File: src/rtl/reorder_buffer_pkg.sv
// Shared pipeline types: register/word types, the ROB entry layout, the
// rename map entry and the ROB geometry shared by dispatch, the functional
// units and retire.
package reorder_buffer_pkg;

  localparam int ROB_SIZE = 16;
  localparam int TAG_W    = $clog2(ROB_SIZE);

  typedef logic [4:0]       Register;
  typedef logic [31:0]      MemoryWord;
  typedef logic [TAG_W-1:0] rob_tag;

  typedef struct packed {
    Register    rd;
    logic [3:0] ctrl_bits;
    MemoryWord  value;
    logic       ready;
  } rob_entry;

  typedef struct packed {
    logic   busy;
    rob_tag tag;
  } map_table_entry;

endpackage

File: src/rtl/reorder_buffer_if.sv
// Pipeline <-> reorder buffer bundle: dispatch allocation, CDB writeback
// and the head/decrement retire handshake.
//   master : pipeline side (dispatch, functional units, retire)
//   slave  : reorder buffer (owner of the entry storage)
interface reorder_buffer_if #(
  parameter int TAG_W = reorder_buffer_pkg::TAG_W
);
  import reorder_buffer_pkg::*;

  logic             alloc_valid;
  rob_entry         alloc_entry;
  logic             alloc_ready;
  logic [TAG_W-1:0] alloc_tag;
  logic             wb_valid;
  logic [TAG_W-1:0] wb_tag;
  MemoryWord        wb_value;
  rob_entry         rob_head;
  logic             rob_decrement;
  logic [TAG_W:0]   count;
  logic             empty;
  logic             full;

  modport master (
    output alloc_valid, alloc_entry, wb_valid, wb_tag, wb_value, rob_decrement,
    input  alloc_ready, alloc_tag, rob_head, count, empty, full
  );

  modport slave (
    input  alloc_valid, alloc_entry, wb_valid, wb_tag, wb_value, rob_decrement,
    output alloc_ready, alloc_tag, rob_head, count, empty, full
  );

endinterface

File: src/rtl/reorder_buffer.sv
// Circular reorder buffer owning the rob_entry storage.
//   clk   : rising-edge clock
//   reset : asynchronous active-low reset
//   flush : synchronous squash of all entries (beats alloc, wb and pop)
//   rob   : slave side of the dispatch / writeback / retire bundle
// All outputs depend only on registered state.
module reorder_buffer #(
  parameter int ROB_SIZE = reorder_buffer_pkg::ROB_SIZE,
  parameter int TAG_W    = $clog2(ROB_SIZE)
) (
  input  logic             clk,
  input  logic             reset,
  input  logic             flush,
  reorder_buffer_if.slave  rob
);
  import reorder_buffer_pkg::*;

  rob_entry             mem [ROB_SIZE];
  logic [ROB_SIZE-1:0]  valid;
  logic [TAG_W-1:0]     head;
  logic [TAG_W-1:0]     tail;
  logic [TAG_W:0]       cnt;

  logic full_w;
  logic empty_w;
  logic alloc_fire;
  logic pop_fire;
  logic wb_fire;

  assign full_w  = (cnt == (TAG_W+1)'(ROB_SIZE));
  assign empty_w = (cnt == '0);

  // A pop never frees a slot for a same-cycle allocation: full is taken
  // from the registered count.
  assign alloc_fire = rob.alloc_valid && !full_w;
  assign pop_fire   = rob.rob_decrement && !empty_w;
  assign wb_fire    = rob.wb_valid && valid[rob.wb_tag];

  assign rob.full        = full_w;
  assign rob.empty       = empty_w;
  assign rob.alloc_ready = !full_w;
  assign rob.alloc_tag   = tail;
  assign rob.count       = cnt;
  assign rob.rob_head    = valid[head] ? mem[head] : '0;

  always_ff @(posedge clk or negedge reset) begin
    if (!reset) begin
      head  <= '0;
      tail  <= '0;
      cnt   <= '0;
      valid <= '0;
    end else if (flush) begin
      head  <= '0;
      tail  <= '0;
      cnt   <= '0;
      valid <= '0;
    end else begin
      // Pop clears after the allocate set; the slots differ whenever both
      // fire, since allocation needs a non-full buffer.
      if (alloc_fire) begin
        valid[tail] <= 1'b1;
        tail        <= tail + 1'b1;
      end
      if (pop_fire) begin
        valid[head] <= 1'b0;
        head        <= head + 1'b1;
      end
      case ({alloc_fire, pop_fire})
        2'b10:   cnt <= cnt + 1'b1;
        2'b01:   cnt <= cnt - 1'b1;
        default: cnt <= cnt;
      endcase
    end
  end

  // Entry payload needs no reset: rob_head is masked by valid. A writeback
  // racing a pop of the same entry lands in a slot that is being
  // invalidated, so the pop wins without extra gating.
  always_ff @(posedge clk) begin
    if (!flush) begin
      if (alloc_fire) begin
        mem[tail] <= rob.alloc_entry;
      end
      if (wb_fire) begin
        mem[rob.wb_tag].value <= rob.wb_value;
        mem[rob.wb_tag].ready <= 1'b1;
      end
    end
  end

endmodule

File: src/flat_wrapper.sv
// flat-port wrapper written by rule: the top's interface ports become plain ports
module reorder_buffer_flat import reorder_buffer_pkg::*;
#(
  parameter int ROB_SIZE = reorder_buffer_pkg::ROB_SIZE,
  parameter int TAG_W    = $clog2(ROB_SIZE)
)
  (clk, reset, flush, rob_alloc_valid, rob_alloc_entry, rob_wb_valid, rob_wb_tag, rob_wb_value, rob_rob_decrement, rob_alloc_ready, rob_alloc_tag, rob_rob_head, rob_count, rob_empty, rob_full);
  reorder_buffer_if #(.TAG_W(TAG_W)) rob_i ();
  input  logic clk;
  input  logic reset;
  input  logic flush;
  input wire logic [$bits(rob_i.alloc_valid)-1:0] rob_alloc_valid;
  input wire logic [$bits(rob_i.alloc_entry)-1:0] rob_alloc_entry;
  input wire logic [$bits(rob_i.wb_valid)-1:0] rob_wb_valid;
  input wire logic [$bits(rob_i.wb_tag)-1:0] rob_wb_tag;
  input wire logic [$bits(rob_i.wb_value)-1:0] rob_wb_value;
  input wire logic [$bits(rob_i.rob_decrement)-1:0] rob_rob_decrement;
  output wire logic [$bits(rob_i.alloc_ready)-1:0] rob_alloc_ready;
  output wire logic [$bits(rob_i.alloc_tag)-1:0] rob_alloc_tag;
  output wire logic [$bits(rob_i.rob_head)-1:0] rob_rob_head;
  output wire logic [$bits(rob_i.count)-1:0] rob_count;
  output wire logic [$bits(rob_i.empty)-1:0] rob_empty;
  output wire logic [$bits(rob_i.full)-1:0] rob_full;
  assign rob_i.alloc_valid = rob_alloc_valid;
  assign rob_i.alloc_entry = rob_alloc_entry;
  assign rob_i.wb_valid = rob_wb_valid;
  assign rob_i.wb_tag = rob_wb_tag;
  assign rob_i.wb_value = rob_wb_value;
  assign rob_i.rob_decrement = rob_rob_decrement;
  assign rob_alloc_ready = rob_i.alloc_ready;
  assign rob_alloc_tag = rob_i.alloc_tag;
  assign rob_rob_head = rob_i.rob_head;
  assign rob_count = rob_i.count;
  assign rob_empty = rob_i.empty;
  assign rob_full = rob_i.full;
  reorder_buffer #(.ROB_SIZE(ROB_SIZE), .TAG_W(TAG_W)) u_core (.clk(clk), .reset(reset), .flush(flush), .rob(rob_i));
endmodule
File: config.mk
export PLATFORM = sky130hd
export DESIGN_NAME = reorder_buffer_flat
export DESIGN_NICKNAME = d
export VERILOG_FILES = /design/src/rtl/reorder_buffer_pkg.sv /design/src/rtl/reorder_buffer_if.sv /design/src/rtl/reorder_buffer.sv /design/src/flat_wrapper.sv
export SDC_FILE = /design/constraint.sdc
export NUM_CORES = 2
export LEC_CHECK = 0
export BUFFER_PORTS_ARGS = -buffer_cell sky130_fd_sc_hd__buf_2
export CAP_MARGIN = 20
export CORE_MARGIN = 2
export CORE_UTILIZATION = 67
export CTS_CLUSTER_DIAMETER = 100
export DETAILED_ROUTE_END_ITERATION = 6
export GPL_TIMING_DRIVEN = 0
export PLACE_DENSITY = 0.91
export SYNTH_ARGS = -nofsm -noshare
export SYNTH_HDL_FRONTEND = slang
export SYNTH_SLANG_ARGS = --single-unit
File: constraint.sdc
create_clock -name clk -period 6.6 [get_ports clk]
set_input_delay 0.99 -clock clk [delete_from_list [all_inputs] [get_ports clk]]
set_output_delay 0.99 -clock clk [all_outputs]
set_load 0.02 [all_outputs]
==> impl_results.md <==
* Layout overhead on the synthesized area at 10.6%
* Post-synth top area cell: sky130_fd_sc_hd__edfxtp_1
* Clk sinks at 701
* Number of I/O pins at between 100 and 150
* Startpoint type of the worst setup path: register
* Required @ worst endpoint at ~5.6 ns
* Most numerous cell types in the synthesized netlist: sky130_fd_sc_hd__edfxtp_1 (656), sky130_fd_sc_hd__a22o_1 (512), sky130_fd_sc_hd__mux4_2 (172)
* Antenna violations before repair at 11
* Most numerous cell in the Yosys netlist: sky130_fd_sc_hd__edfxtp_1
* Final wirelength at between 100000 and 150000 um
* Number of max-capacitance violations reported at 0
* Placer Congestion at between 0.9 and 1
* Root buffer selected by CTS: sky130_fd_sc_hd__clkbuf_16
* Initial cell density of the core at ~68%
* Largest net degree at the start of global routing at 33
* Clock edge transition at the registers on the reported setup and hold paths at around 0.060 ns
* Crit path max fanout at 11
* First-pass GRT wire length at 159000 um
* Worst slack on hold paths at between 0.4 and 0.5 ns
* Die X-Extent at 226 um
* Crit path kind: register to output pin
* Net count, final at 2342
* Sequential-to-total area share from yosys stat at about 63%
* Crit path capture type: output pin
* Arrival time of the worst setup path at 3.77 ns
* CTS HTree Levels at 3
* Synth Cell Area at roughly 0.033 sq mm
* PwrDens at between 300 and 400 mW/mm^2
* Hold Crit Class: input port to asynchronous set/reset pin
* Violated checks: design-rule violations
* Gr usage total at between 40% and 50%
* Detailed-route vias per instance at between 8 and 9
* Total number of yosys warnings at 0
* Worst rel slew slack at roughly 15%
* Detailed-route via count at about 25000
* Clk buf depth at 3
* Number of enable flip-flop cells after synthesis at 656
* Avg WL per Cell at between 30 and 40 um
* GR Overflow Total at 0
* Post-Synthesis Cells at approximately 2100
* Detailed-placement wirelength estimate at about 70000 um
* Count of unresolved DRC violations after routing at 4
* Finish-stage setup viols at 0
* Number of global-route vias before repair at around 24000
* Total power at approximately 11 mW
* First-pass detailed-route iteration total at 7
* Tightest Pin Transition at 1.28 ns
* Fraction of synthesized cell area taken by the top area cell type at 59.6%
* CTS resizes at 0
* Fill cell instance count of the final layout at approximately 2700
* Leakage Power at between 10 and 15 nW
* Placeable core region at slightly below 0.05 sq mm
* TritonCTS clock tree: done
* Share of layout cells above drive strength 1 at 20.8%
* Number of buffers created by CTS at 70
* Post-layout min period at 4.76 ns
* Std-Cell Rows at just over 80
* Routed Antenna Nets at 0
* Proportion of register bits with asynchronous set or reset after synthesis at between 4 and 5%
* Net Count, Synth at 2186
* Overall die height at around 230 um
* Fmax achieved at ~0.21 GHz
* IR drop worst, VDD at 0.258 mV
* Cts-stage hold buffer count at 0
* Biggest area contributors in the synthesized netlist: sky130_fd_sc_hd__edfxtp_1 (60%), sky130_fd_sc_hd__a22o_1 (14%), sky130_fd_sc_hd__mux4_2 (12%), sky130_fd_sc_hd__dfrtp_1 (2.2%), sky130_fd_sc_hd__a22oi_1 (2.1%)
* Count of state elements after synthesis at approximately 700
* Total die area at ~0.05 sq mm
* Drt first-iter violations at around 5900
* Clk_lat worst skew at 0.64 ns
* Count of distinct cell types in the synthesized netlist at 54
* Per-instance average area after synthesis at approximately 16 sq um
* Final Hold Viols at 0
* Leading register cell type out of synthesis: sky130_fd_sc_hd__edfxtp_1
* Setup fix buffers added after clock tree synthesis at 0
* Fin. max-slew vios at 0
* Clock skew at 0.0304 ns
* Setup TNS at 0 ns
* Number of I/O port buffers at 72
* Period utilisation layout at 72.2%
* RSZ-0062 raised after global routing: false
* Result of the run: complete, but fails checks
* Final core utilization at roughly 75%
routing by layer:
layer	GRT usage, %	wire [um]	vias to the layer above
met2	63.6	48500	3267
met4	26.3	9460	10
met3	20.6	22000	904
li1	-	-	8940
met5	2.25	113	-
met1	54.8	33400	11700
area by class of cell:
class	count	area, sq um	area share [%]
diodes	10	25.0	0.0684
plain buffers	317	1430	3.89
clock buffers	96	1920	5.25
clock inverters	20	143	0.390
inverters	22	82.6	0.226
multi-input cells	1052	10800	29.6
flip-flops and latches	701	20700	56.7
well taps	664	831	2.27
repair buffers	84	596	1.63
placed cells by master (no fill, tap or decap), types with 22 or more instances in the layout:
cell type and n:
sky130_fd_sc_hd__a21oi_1 50, sky130_fd_sc_hd__a22o_1 512, sky130_fd_sc_hd__a22oi_1 94, sky130_fd_sc_hd__buf_1 68, sky130_fd_sc_hd__buf_2 131, sky130_fd_sc_hd__buf_4 23, sky130_fd_sc_hd__clkbuf_1 179, sky130_fd_sc_hd__clkbuf_16 73
sky130_fd_sc_hd__dfrtp_1 29, sky130_fd_sc_hd__edfxtp_1 656, sky130_fd_sc_hd__inv_1 22, sky130_fd_sc_hd__mux4_2 172, sky130_fd_sc_hd__nor2_1 44
metrics by stage:
stage          setup slack (ns)  cell area, sq um  cells
2_1_floorplan              3.23             33100   2092
3_3_place_gp               1.40             34300   2828
3_5_place_dp               2.17             34300   2830
4_1_cts                    2.05             36400   2946
5_1_grt                    1.87             36600   2963
6_report                   1.84             36600   2966
worst paths after layout:
kind / start / to / slack (ns) / depth (start not counted)
worst max-delay path: u_core.head[1] / rob_rob_head[19] / 1.84 / 7
worst min-delay path: reset / u_core.rob.count[1] / 0.43 / 1
worst max register to register: u_core.valid[13] / u_core.mem[13][3] / 3.05 / 4
worst min register to register: u_core.mem[6][0] / u_core.mem[6][0] / 0.47 / 1
max in group asynchronous: reset / u_core.head[3] / 5.72 / 1
min in group clk: u_core.mem[6][0] / u_core.mem[6][0] / 0.47 / 1
cells by family (layout without fill, tap and decap cells):
kind of cell             after synthesis  in the layout  share of synthesized area (%)
adder cells (fa/ha/maj)               10             10                          0.378
AND/OR/NAND/NOR                      162            162                           2.85
flip-flops                           701            701                           62.7
other                                  0             10                              0
buffers and inverters                339            539                           4.56
AO/OA/AOI/OAI                        695            695                           17.4
multiplexers                         175            175                           11.8
XOR/XNOR                              10             10                          0.265
worst max-delay path, cell delays in order, from the launching register on:
cell                       delay (ns)
sky130_fd_sc_hd__dfrtp_1         0.49
sky130_fd_sc_hd__buf_2           0.52
sky130_fd_sc_hd__buf_2           0.41
sky130_fd_sc_hd__clkbuf_1        0.74
sky130_fd_sc_hd__mux4_2          0.43
sky130_fd_sc_hd__a22oi_1         0.22
sky130_fd_sc_hd__a21oi_1         0.14
sky130_fd_sc_hd__buf_2           0.18
sequential cells by signal, summed over array words and instances (netlist names):
| name | count |
|---|---|
| u_core.rob.alloc_tag | 4 |
| u_core.rob.count | 5 |
| u_core.head | 4 |
| u_core.valid | 16 |
| u_core.mem | 672 |
report_power, final:
group          leakage, nW  internal (mW)  switching [mW]
logic                 5.06          0.896            1.50
registers             7.45           4.92          0.0641
clock network         1.00           2.11            1.72
total                 13.5           7.92            3.28
Note: power is estimated with default switching activity, not from simulation.
